### config.mk
export PLATFORM = sky130hd
export DESIGN_NAME = block_cost_select
export DESIGN_NICKNAME = d
export VERILOG_FILES = /design/src/rtl/block_match_pkg.sv /design/src/rtl/block_popcount_row.sv /design/src/rtl/block_cost_select.sv
export SDC_FILE = /design/constraint.sdc
export NUM_CORES = 1
export LEC_CHECK = 0
export BUFFER_PORTS_ARGS = -buffer_cell sky130_fd_sc_hd__buf_4
export CAP_MARGIN = 10
export CORE_ASPECT_RATIO = 0.6
export CORE_MARGIN = 1.5
export CORE_UTILIZATION = 49
export DETAILED_ROUTE_END_ITERATION = 6
export PLACE_DENSITY = 0.76
export SYNTH_ARGS = -nofsm -noshare
export SYNTH_HDL_FRONTEND = slang
export SYNTH_SLANG_ARGS = --single-unit
export TNS_END_PERCENT = 100
### constraint.sdc
create_clock -name clk -period 6.3 [get_ports clk]
set_clock_uncertainty 0.1 [all_clocks]
set_input_delay 1.26 -clock clk [delete_from_list [all_inputs] [get_ports clk]]
set_output_delay 1.26 -clock clk [all_outputs]
set_load 0.01 [all_outputs]
### src/rtl/block_match_pkg.sv
// rtl/block_match_pkg.sv - shared types and width helpers for the block matcher
package block_match_pkg;

  // Ceiling log2; used to size the per-row popcounts and the total cost.
  function automatic int clog2(input int value);
    int result;
    result = 0;
    while ((1 << result) < value) result = result + 1;
    return result;
  endfunction

  typedef struct packed {
    logic [7:0] row;
    logic [7:0] col;
  } coord_t;

  typedef struct packed {
    logic        valid;
    logic        first;
    logic        last;
    coord_t      coords;
    logic [15:0] index;
  } cand_tag_t;

  typedef enum logic {
    st_armed = 1'b0,
    st_accum = 1'b1
  } search_state_t;

endpackage

### src/rtl/block_popcount_row.sv
// rtl/block_popcount_row.sv - two-stage row popcount and sum with fixed 2-cycle latency
module block_popcount_row
  import block_match_pkg::*;
#(
  parameter int block_size = 16,
  parameter int cost_w     = 9
) (
  input  logic                             clk,
  input  logic                             reset,
  input  logic [block_size*block_size-1:0] xor_word,
  output logic [cost_w-1:0]                cost
);

  localparam int row_w = clog2(block_size + 1);

  logic [row_w-1:0]  row_cnt_d [block_size];
  logic [row_w-1:0]  row_cnt_q [block_size];
  logic [cost_w-1:0] sum_d;

  // Count the set bits of each row independently.
  always_comb begin
    for (int r = 0; r < block_size; r++) begin
      row_cnt_d[r] = '0;
      for (int c = 0; c < block_size; c++) begin
        row_cnt_d[r] = row_cnt_d[r] + row_w'(xor_word[r*block_size + c]);
      end
    end
  end

  // Add the registered row counts; the maximum fits cost_w, so no saturation.
  always_comb begin
    sum_d = '0;
    for (int r = 0; r < block_size; r++) begin
      sum_d = sum_d + cost_w'(row_cnt_q[r]);
    end
  end

  // Row-count register followed by the total-cost register.
  always_ff @(posedge clk) begin
    if (reset) begin
      for (int r = 0; r < block_size; r++) row_cnt_q[r] <= '0;
      cost <= '0;
    end else begin
      for (int r = 0; r < block_size; r++) row_cnt_q[r] <= row_cnt_d[r];
      cost <= sum_d;
    end
  end

endmodule

### src/rtl/block_cost_select.sv
// rtl/block_cost_select.sv - Hamming cost pipeline with per-search best/runner-up selection
module block_cost_select
  import block_match_pkg::*;
#(
  parameter int block_size = 16,
  parameter int cost_w     = 9
) (
  input  logic                             clk,
  input  logic                             reset,
  input  logic [block_size*block_size-1:0] blk_block,
  input  logic [block_size*block_size-1:0] srch_block,
  input  logic [15:0]                      coords_in,
  input  logic [15:0]                      blk_index_in,
  input  logic                             blks_valid,
  input  logic                             match_done,
  output logic                             result_valid,
  output logic [15:0]                      best_coords,
  output logic [cost_w-1:0]                best_cost,
  output logic [cost_w-1:0]                second_cost,
  output logic [15:0]                      result_blk_index
);

  localparam logic [cost_w-1:0] cost_max = '1;

  search_state_t                    state_q, state_d;
  logic                             first_tag, last_tag;
  logic                             match_done_q;
  logic [block_size*block_size-1:0] xor_q;
  cand_tag_t                        tag_s0, tag_s1, tag_s2;
  logic [cost_w-1:0]                cost_s2;

  logic [cost_w-1:0] run_cost, run_second, nxt_cost, nxt_second;
  coord_t            run_coords, nxt_coords;
  logic [15:0]       run_index, nxt_index;

  // Search state register: armed means the next valid candidate starts a search.
  always_ff @(posedge clk) begin
    if (reset) state_q <= st_armed;
    else       state_q <= state_d;
  end

  // A last candidate re-arms; any other valid candidate moves into accumulation.
  always_comb begin
    state_d = state_q;
    if (blks_valid) state_d = last_tag ? st_armed : st_accum;
  end

  // Tags attached at capture; a done edge without a candidate tags nothing.
  always_comb begin
    first_tag = (state_q == st_armed);
    last_tag  = blks_valid & match_done & ~match_done_q;
  end

  // S0: capture the XOR word and the candidate tags.
  always_ff @(posedge clk) begin
    if (reset) begin
      match_done_q <= 1'b1;
      tag_s0       <= '0;
      xor_q        <= '0;
    end else begin
      match_done_q  <= match_done;
      tag_s0.valid  <= blks_valid;
      tag_s0.first  <= first_tag;
      tag_s0.last   <= last_tag;
      tag_s0.coords <= coord_t'(coords_in);
      tag_s0.index  <= blk_index_in;
      xor_q         <= blk_block ^ srch_block;
    end
  end

  // Tags travel alongside the two popcount stages.
  always_ff @(posedge clk) begin
    if (reset) begin
      tag_s1 <= '0;
      tag_s2 <= '0;
    end else begin
      tag_s1 <= tag_s0;
      tag_s2 <= tag_s1;
    end
  end

  block_popcount_row #(
    .block_size(block_size),
    .cost_w    (cost_w)
  ) u_popcount (
    .clk     (clk),
    .reset   (reset),
    .xor_word(xor_q),
    .cost    (cost_s2)
  );

  // S3 selection; strict compares keep the earliest candidate on ties.
  always_comb begin
    nxt_cost   = run_cost;
    nxt_second = run_second;
    nxt_coords = run_coords;
    nxt_index  = run_index;
    if (tag_s2.valid) begin
      if (tag_s2.first) begin
        nxt_cost   = cost_s2;
        nxt_coords = tag_s2.coords;
        nxt_second = cost_max;
        nxt_index  = tag_s2.index;
      end else if (cost_s2 < run_cost) begin
        nxt_second = run_cost;
        nxt_cost   = cost_s2;
        nxt_coords = tag_s2.coords;
      end else if (cost_s2 < run_second) begin
        nxt_second = cost_s2;
      end
    end
  end

  // Running state update and publication of the result on the last candidate.
  always_ff @(posedge clk) begin
    if (reset) begin
      run_cost         <= '0;
      run_second       <= '0;
      run_coords       <= '0;
      run_index        <= '0;
      result_valid     <= 1'b0;
      best_coords      <= '0;
      best_cost        <= '0;
      second_cost      <= '0;
      result_blk_index <= '0;
    end else begin
      run_cost     <= nxt_cost;
      run_second   <= nxt_second;
      run_coords   <= nxt_coords;
      run_index    <= nxt_index;
      result_valid <= tag_s2.valid & tag_s2.last;
      if (tag_s2.valid & tag_s2.last) begin
        best_coords      <= nxt_coords;
        best_cost        <= nxt_cost;
        second_cost      <= nxt_second;
        result_blk_index <= nxt_index;
      end
    end
  end

endmodule
==> Word level (Yosys, flattened, before mapping) <==
Memories as Yosys holds them, arrays and structs flattened.
Index checks and enable logic that the tools add are counted.
{ "word_totals": {"regBits": 473, "ramBits": 80, "input_bits": 548, "out_inout_bits": 51, "wordCells": 344, "mem_count": 1} }
{ "op_classes": {"add_sub_neg": 255, "order_cmp": 2, "mux": 32, "bitwise_logic": 22} }
{ "memory_table": {"columns": ["name", "words", "width", "read_ports", "rd_ports_with_merged_regs", "write_ports", "line_no", "source"], "rows": [
  ["u_popcount.row_cnt_q", 16, 5, 16, 0, 16, "block_popcount_row.sv:17", "logic [row_w-1:0] row_cnt_q [block_size];"]
]} }
{ "op_table": {"columns": ["op", "count"], "rows": [
  ["5-bit by 1-bit adder with 5-bit output", 224],
  ["256-bit bitwise XOR", 1],
  ["9-bit by 5-bit adder with 9-bit output", 14],
  ["16-bit 2-to-1 mux", 5],
  ["5-bit 2-to-1 mux", 16],
  ["9-bit 2-to-1 mux", 7],
  ["1-bit by 1-bit adder with 2-bit output", 16],
  ["9-bit < comparator", 2],
  ["1-bit bitwise OR", 16],
  ["5-bit by 5-bit adder with 6-bit output", 1],
  ["1-bit 2-to-1 mux", 4],
  ["1-bit AND", 3],
  ["1-bit inverter", 2]
]} }

==> Longest topological paths before layout <==
Gate-level depths: netlist of the first run.
{ "depth": {"word_depth": 16, "mapped_depth": 21, "depth_no_buf": 21} }

==> Cells and area by module <==
Synthesis of the first run repeated with hierarchy kept, for this count alone.
{ "unflattened": {"cells_unflattened": 2579, "area_unflattened_um2": 26105.0} }
{ "by_module_without_submodules": {"columns": ["mod", "n_inst", "cells_per_inst", "area_per_inst_um2", "seq_area_each_um2"], "rows": [
  ["block_cost_select", 1, 1525, 15652.5, 9288.9],
  ["block_popcount_row", 1, 1054, 10452.5, 1781.7]
]} }

==> Worst setup path after synthesis of the first run <==
No wires, ideal clock.
{ "synth_timing": {"path_kind": "register to register", "from": "memory u_popcount.row_cnt_q[0][0] (netlist name)", "to": "register u_popcount.cost[8]", "setup_time_ps": 106, "arrival_time_ps": 5758, "required_time_ps": 6094, "path_slack_ps": 336, "stages_incl_launch_ff": 21, "path_buffers": 0, "period_less_slack_ps": 5964, "cell_sequence": "dfxtp_1 -> ha_1 -> fa_1 -> a21o_1 -> a21oi_1 -> xnor2_1 -> fa_1 -> inv_1 -> fa_1 -> fa_1 -> fa_1 -> inv_1 -> fa_1 -> inv_1 -> fa_1 -> inv_1 -> ha_1 -> a21o_1 -> a21oi_1 -> o21ai_0 -> o311ai_0"} }
{ "synth_lines": {"columns": ["item", "line_no", "source"], "rows": [
  ["start, declared", "block_popcount_row.sv:17", null],
  ["end signal, assigned", "block_popcount_row.sv:45", "cost <= sum_d;"],
  ["end, declared", "block_popcount_row.sv:11", "output logic [cost_w-1:0] cost"]
]} }

==> impl_metrics.toml, run 1 <==
[setup_path]
slowest_delay_ps = 560
required_ps = 6620
crit_path_frequent_cell = "fa_1"
worstSetupEndpointType = "flop"
slowest_stage = "fa_1"
startpoint_type = "flop"
path_cells = "ha_2, fa_2, a21o_1, a21oi_2, xnor2_2, fa_1, inv_1, fa_1, fa_1, fa_1, inv_1, fa_1, inv_1, fa_1, inv_1, ha_1, a21o_1, a21oi_2, mux2i_1, o311ai_1"
arrival_ps = 6400
critical_path.max_fanout = 3
critPathKind = "reg2reg"

[synth]
synth_area_sq_um = 26200
synth_nets = 3436
yosysUniqueCellTypes = 44
syn_inst = 2547
synth-seq-cells = 553
synth_flop_cell = "dfxtp_1"
synthArstFlopShare = 0
syn_avg_cell_area_sq_um = 10.3
yosysWarnings = 0
seq_area_frac_synth = 0.423
synth-edff-count = 0

[sta]
fin_crit_ps = 6080
post-route-period-util = 0.965
hold_viol = 0
slew_headroom = 0.319
setup_viol = 0
maxSlewViolCount = 0
timing.fmax_mhz = 164
worst_pin_slew_ps = 1020

[route]
vias_per_cell = 4.65
dr.pass1.iters = 4
drtIter0Drc = 629
num_vias = 17900
wl_per_cell_um = 14.5
wirelength_mm = 55.8
ant_nets = 0
drcViolationCount = 0

[placed_design]
port-buffer-count = 598
gp_congestion = 0.807
place_inst = 3758
dpl.hpwl_mm = 43.2

[pwr]
report.power.total_mw = 16.2
irDropWorstVdd_v = 0.00131
powerDensity_nw_per_um2 = 492
p_leak_nw = 15.2

[job]
drv_cap = 0

[min_path]
hold_path_class = "reg2reg"

[die]
die_y_um = 182
core_sq_um = 52700
io_pins = 599
initial_core_util = 0.497
die_w_um = 301
die_area_sq_um = 54900
rows = 65

[clocking]
path_clk_slew_ps = 70
cts_tree = "done"
clock-sinks = 553
root_buffer = "clkbuf_16"
cts-hold-fix-buffers = 0
clockBufferDepth = 3
h-tree-depth = 2
postCtsSetupRepairBufs = 0
numCtsBuffers = 50
clk_latency_ps = 570

[global_route]
grt_start_max_net_pins = 191
antenna_found_initial = 0
grt-ovfl-total = 0
grt_use_total = 0.201
grt_pass1_vias = 19100
grt_first_pass_wirelength_mm = 89.5

[finish]
fin_cells = 3850
layout_commonest_cell = "buf_4"
fin_nets = 3997
drive_gt1_frac = 0.224
final_cell_mix = "600 x buf_4, 553 x dfxtp_1, 390 x nor2_1, 385 x inv_1, 276 x xnor2_1"
fillerInstances = 4236
multi_input_area_sq_um = 13300
regArea_sq_um = 11100
num_antenna_cells = 0
area_growth_pct = 26.1

[outcome]
status = "finished, final reports clean"
-- where the power goes --
part	leakage [nW]	switching [mW]	internal [mW]
registers	4.56	0.160	3.90
clock network	0.855	1.33	1.88
logic	9.78	4.80	4.16
-- cell type report --
cell class / instances / area share
Multi-Input combinational cell: 1513 / 0.403
Sequential cell: 553 / 0.335
Timing Repair Buffer: 603 / 0.138
Inverter: 387 / 0.0440
Clock buffer: 66 / 0.0431
Tap cell: 703 / 0.0266
Clock inverter: 25 / 0.0100
-- critical path, delay by kind of cell (launching register included) --
family | cells | cell delay (ps)
flip-flops | 1 | 310
multiplexers | 1 | 220
buffers and inverters | 4 | 220
adder cells (fa/ha/maj) | 9 | 4080
AO/OA/AOI/OAI | 5 | 910
XOR/XNOR | 1 | 110
-- per-layer routing --
layer  wire (um)  vias to the layer above  GRT usage
met1       22600                     8588      0.240
met4        1080                        0     0.0480
met2       29600                      357      0.374
met5           0                        -          0
met3        2470                       86     0.0332
li1            -                     8867          -
-- Yosys cell counts, types with 2 or more instances --
library cell,number,area (sq um)
buf_4,4,30.0
clkbuf_1,67,251
fa_1,223,4460
nand2b_1,52,325
o21ai_1,2,10.0
buf_2,7,35.0
o31ai_1,8,60.1
nand3_1,27,135
a21oi_1,50,250
o41ai_1,9,78.8
buf_6,3,33.8
a31oi_1,10,62.6
buf_1,13,48.8
nor2_1,390,1460
xor2_1,17,149
o21ai_0,2,10.0
inv_2,2,7.51
a311oi_1,26,228
a211oi_1,16,120
o311ai_0,2,17.5
xnor2_1,277,2430
ha_1,118,1480
inv_1,385,1450
nor3_1,2,10.0
nor3_2,2,20.0
nor3b_1,19,143
nand2_1,31,116
mux2i_1,50,500
nor2b_1,142,888
dfxtp_1,553,11100
and2_1,2,12.5
a21o_1,24,180
-- worst paths after layout --
check,cells past startpoint,slack [ps],from,to
setup / recovery,20,220,u_popcount.row_cnt_q[0][0],u_popcount.cost[7]
hold / removal,1,330,state_q,tag_s0[33]
setup reg to reg,20,220,u_popcount.row_cnt_q[0][0],u_popcount.cost[7]
hold reg to reg,1,330,state_q,tag_s0[33]
-- cell families after synthesis --
family	synth area share
muxes	0.0191
and+or+nand+nor	0.121
xor gates and xnor gates	0.0983
DFF	0.423
buffers and inverters	0.0707
adders and majority gates	0.227
AOI/OAI and AO/OA	0.0414
-- flip-flops by register name, indices dropped and copies added (netlist names), 16 cells and up --
| register | count |
|---|---|
| best_coords | 16 |
| result_blk_index | 16 |
| tag_s1 | 35 |
| xor_q | 256 |
| u_popcount.row_cnt_q | 80 |
| run_coords | 16 |
| tag_s2 | 35 |
| tag_s0 | 35 |
| run_index | 16 |
-- through the flow --
| stage | hold slack, ps | setup WS, ps | utilization | TNS (ps) | cell area, sq um |
|---|---|---|---|---|---|
| final | 325 | 218 | 0.626 | 0 | 33000 |
| after global routing | 352 | -37.6 | 0.626 | -75.0 | 33000 |
| after CTS | 328 | 9.52 | 0.626 | 0 | 33000 |
| after detailed placement | 322 | 19.3 | 0.593 | 0 | 31200 |
| after global placement | 308 | 122 | 0.593 | 0 | 31200 |
| after floorplan | 293 | 336 | - | 0 | 26200 |
-- timing repair --
action                     in CTS  in global routing
gates resized for setup         1                  7
setup endpoints to repair       1                  3
pin swaps                       0                  1
No activity file was read; power rests on OpenSTA's default activity.
==> run 2: changes to the inputs <==
- clock period: 6.3 -> 5.44 ns (I/O delays scaled with it)
==> run 2 against run 1 <==
Compared with the run above:
- critical path depth is the same
- critical path type unchanged
- wire length grew 2.6%
- cell count grew 0.36%
- first-iteration DRC count grew 3.7%
- utilization grew 0.20 points
- the run now ends with setup timing left
- fmax grew 6.6%
- sequential share of layout area shrank 0.095 points
- final area grew 0.32%
- power grew 31%
==> impl_metrics.toml, run 2 (synthesized netlist as in run 1, its figures left out) <==
[outcome]
status = "complete, but fails checks"
violations = "setup timing"

[die]
core_sq_um = 52700
rows = 65
die_w_um = 301
die_area_sq_um = 54900
initial_core_util = 0.497
die_y_um = 182
io_pins = 599

[clocking]
clockBufferDepth = 3
clock-sinks = 553
cts_tree = "done"
numCtsBuffers = 49
clk_latency_ps = 580
path_clk_slew_ps = 70
root_buffer = "clkbuf_16"
cts-hold-fix-buffers = 0
h-tree-depth = 2

[finish]
drive_gt1_frac = 0.231
largest_register = "xor_q"
layout_commonest_cell = "buf_4"
reg_top3 = "xor_q: 256 flops, u_popcount.row_cnt_q: 80 flops"
final_cell_mix = "612 x buf_4, 550 x dfxtp_1, 390 x nor2_1, 379 x inv_1, 273 x xnor2_1"
area_growth_pct = 26.5
fin_nets = 4010
largest_reg_flops = 256

[setup_path]
arrival_ps = 6040
startpoint_type = "flop"
critical_path.max_fanout = 3
critPathKind = "reg2reg"
required_ps = 5780
worstSetupEndpointType = "flop"

[route]
dr.pass1.iters = 6
wl_per_cell_um = 14.8
drcViolationCount = 0
wirelength_mm = 57.2
num_vias = 17900
vias_per_cell = 4.64
drtIter0Drc = 652
ant_nets = 0

[sta]
setup_tns_ps = -911
fin_crit_ps = 5700
rsz0062_at_grt = "yes"
post-route-period-util = 1.05
setup_viol = 5
holdWs_ps = 313
slew_headroom = 0.0993
worst_pin_slew_ps = 1350
timing.fmax_mhz = 175
hold_viol = 0
setup_slack_ps = -263
maxSlewViolCount = 0

[global_route]
grt_first_pass_wirelength_mm = 91.7
grt_start_max_net_pins = 154
grt_pass1_vias = 19100
antenna_found_initial = 4
grt_use_total = 0.206
grt-ovfl-total = 0

[job]
drv_cap = 0

[min_path]
hold_path_class = "reg2reg"

[placed_design]
port-buffer-count = 598
dpl.hpwl_mm = 45.1
gp_congestion = 0.835

[pwr]
irDropWorstVdd_v = 0.00279
p_leak_nw = 15.2
powerDensity_nw_per_um2 = 643
==> run 2: path summary, 6_finish.rpt <==
kind | start | depth (start not counted) | slack (ps) | endpoint
worst max-delay path | u_popcount.row_cnt_q[0][0] | 20 | -260 | u_popcount.cost[7]
worst min-delay path | state_q | 1 | 310 | tag_s0[33]
worst max register to register | u_popcount.row_cnt_q[0][0] | 20 | -260 | u_popcount.cost[7]
worst min register to register | state_q | 1 | 310 | tag_s0[33]
==> run 2: final cells by class <==
cell class | instances | area (sq um)
flip-flops and latches | 553 | 11100
clock buffers | 69 | 1440
fillers | 4218 | 19600
clock inverters | 19 | 221
well taps | 703 | 880
multi-input cells | 1513 | 13400
inverters | 387 | 1450
diodes | 3 | 7.51
repair buffers | 617 | 4680
==> run 2: where the power goes <==
part | switching [mW] | total [mW] | internal (mW)
Clock | 1.52 | 3.57 | 2.05
Combinational | 6.38 | 13.0 | 6.62
Sequential | 0.194 | 4.72 | 4.52
==> run 2: what timing repair did <==
| action | in CTS | in global routing |
|---|---|---|
| buffers inserted | 4 | 1 |
| gates cloned | 0 | 0 |
| pin swaps | 3 | 11 |
| hold endpoints to repair | 0 | 0 |
| resized for setup | 10 | 4 |
| endpoints found under the setup margin | 4 | 5 |
==> run 2: routing by layer <==
| metal | track usage | wire length (um) | up-vias |
|---|---|---|---|
| li1 | - | - | 8885 |
| met1 | 0.258 | 24200 | 8607 |
| met2 | 0.368 | 29300 | 337 |
| met3 | 0.0349 | 2370 | 88 |
| met4 | 0.0536 | 1350 | 2 |
| met5 | 0 | 14 | - |
==> run 2: critical path: stages (launching register included) <==
cell	delay [ps]
dfxtp_2	330
ha_4	160
fa_2	340
a21o_1	180
a21oi_2	180
xnor2_2	110
fa_1	560
inv_2	40
fa_1	500
fa_1	440
fa_1	510
inv_2	40
fa_1	540
inv_2	40
fa_1	520
inv_2	50
ha_4	240
a21o_1	200
a21oi_2	150
mux2i_1	230
o311ai_1	120
==> run 2: metrics by stage <==
step	cells	power (mW)	utilization	setup WS, ps	instance area, sq um
floorplan	2547	13.2	-	7.53	26200
global placement	3769	16.1	0.595	-168	31400
detailed placement	3769	16.6	0.595	-241	31400
CTS	3860	20.9	0.628	-244	33100
global route	3864	23.1	0.628	-468	33100
finish	3864	21.3	0.628	-263	33100
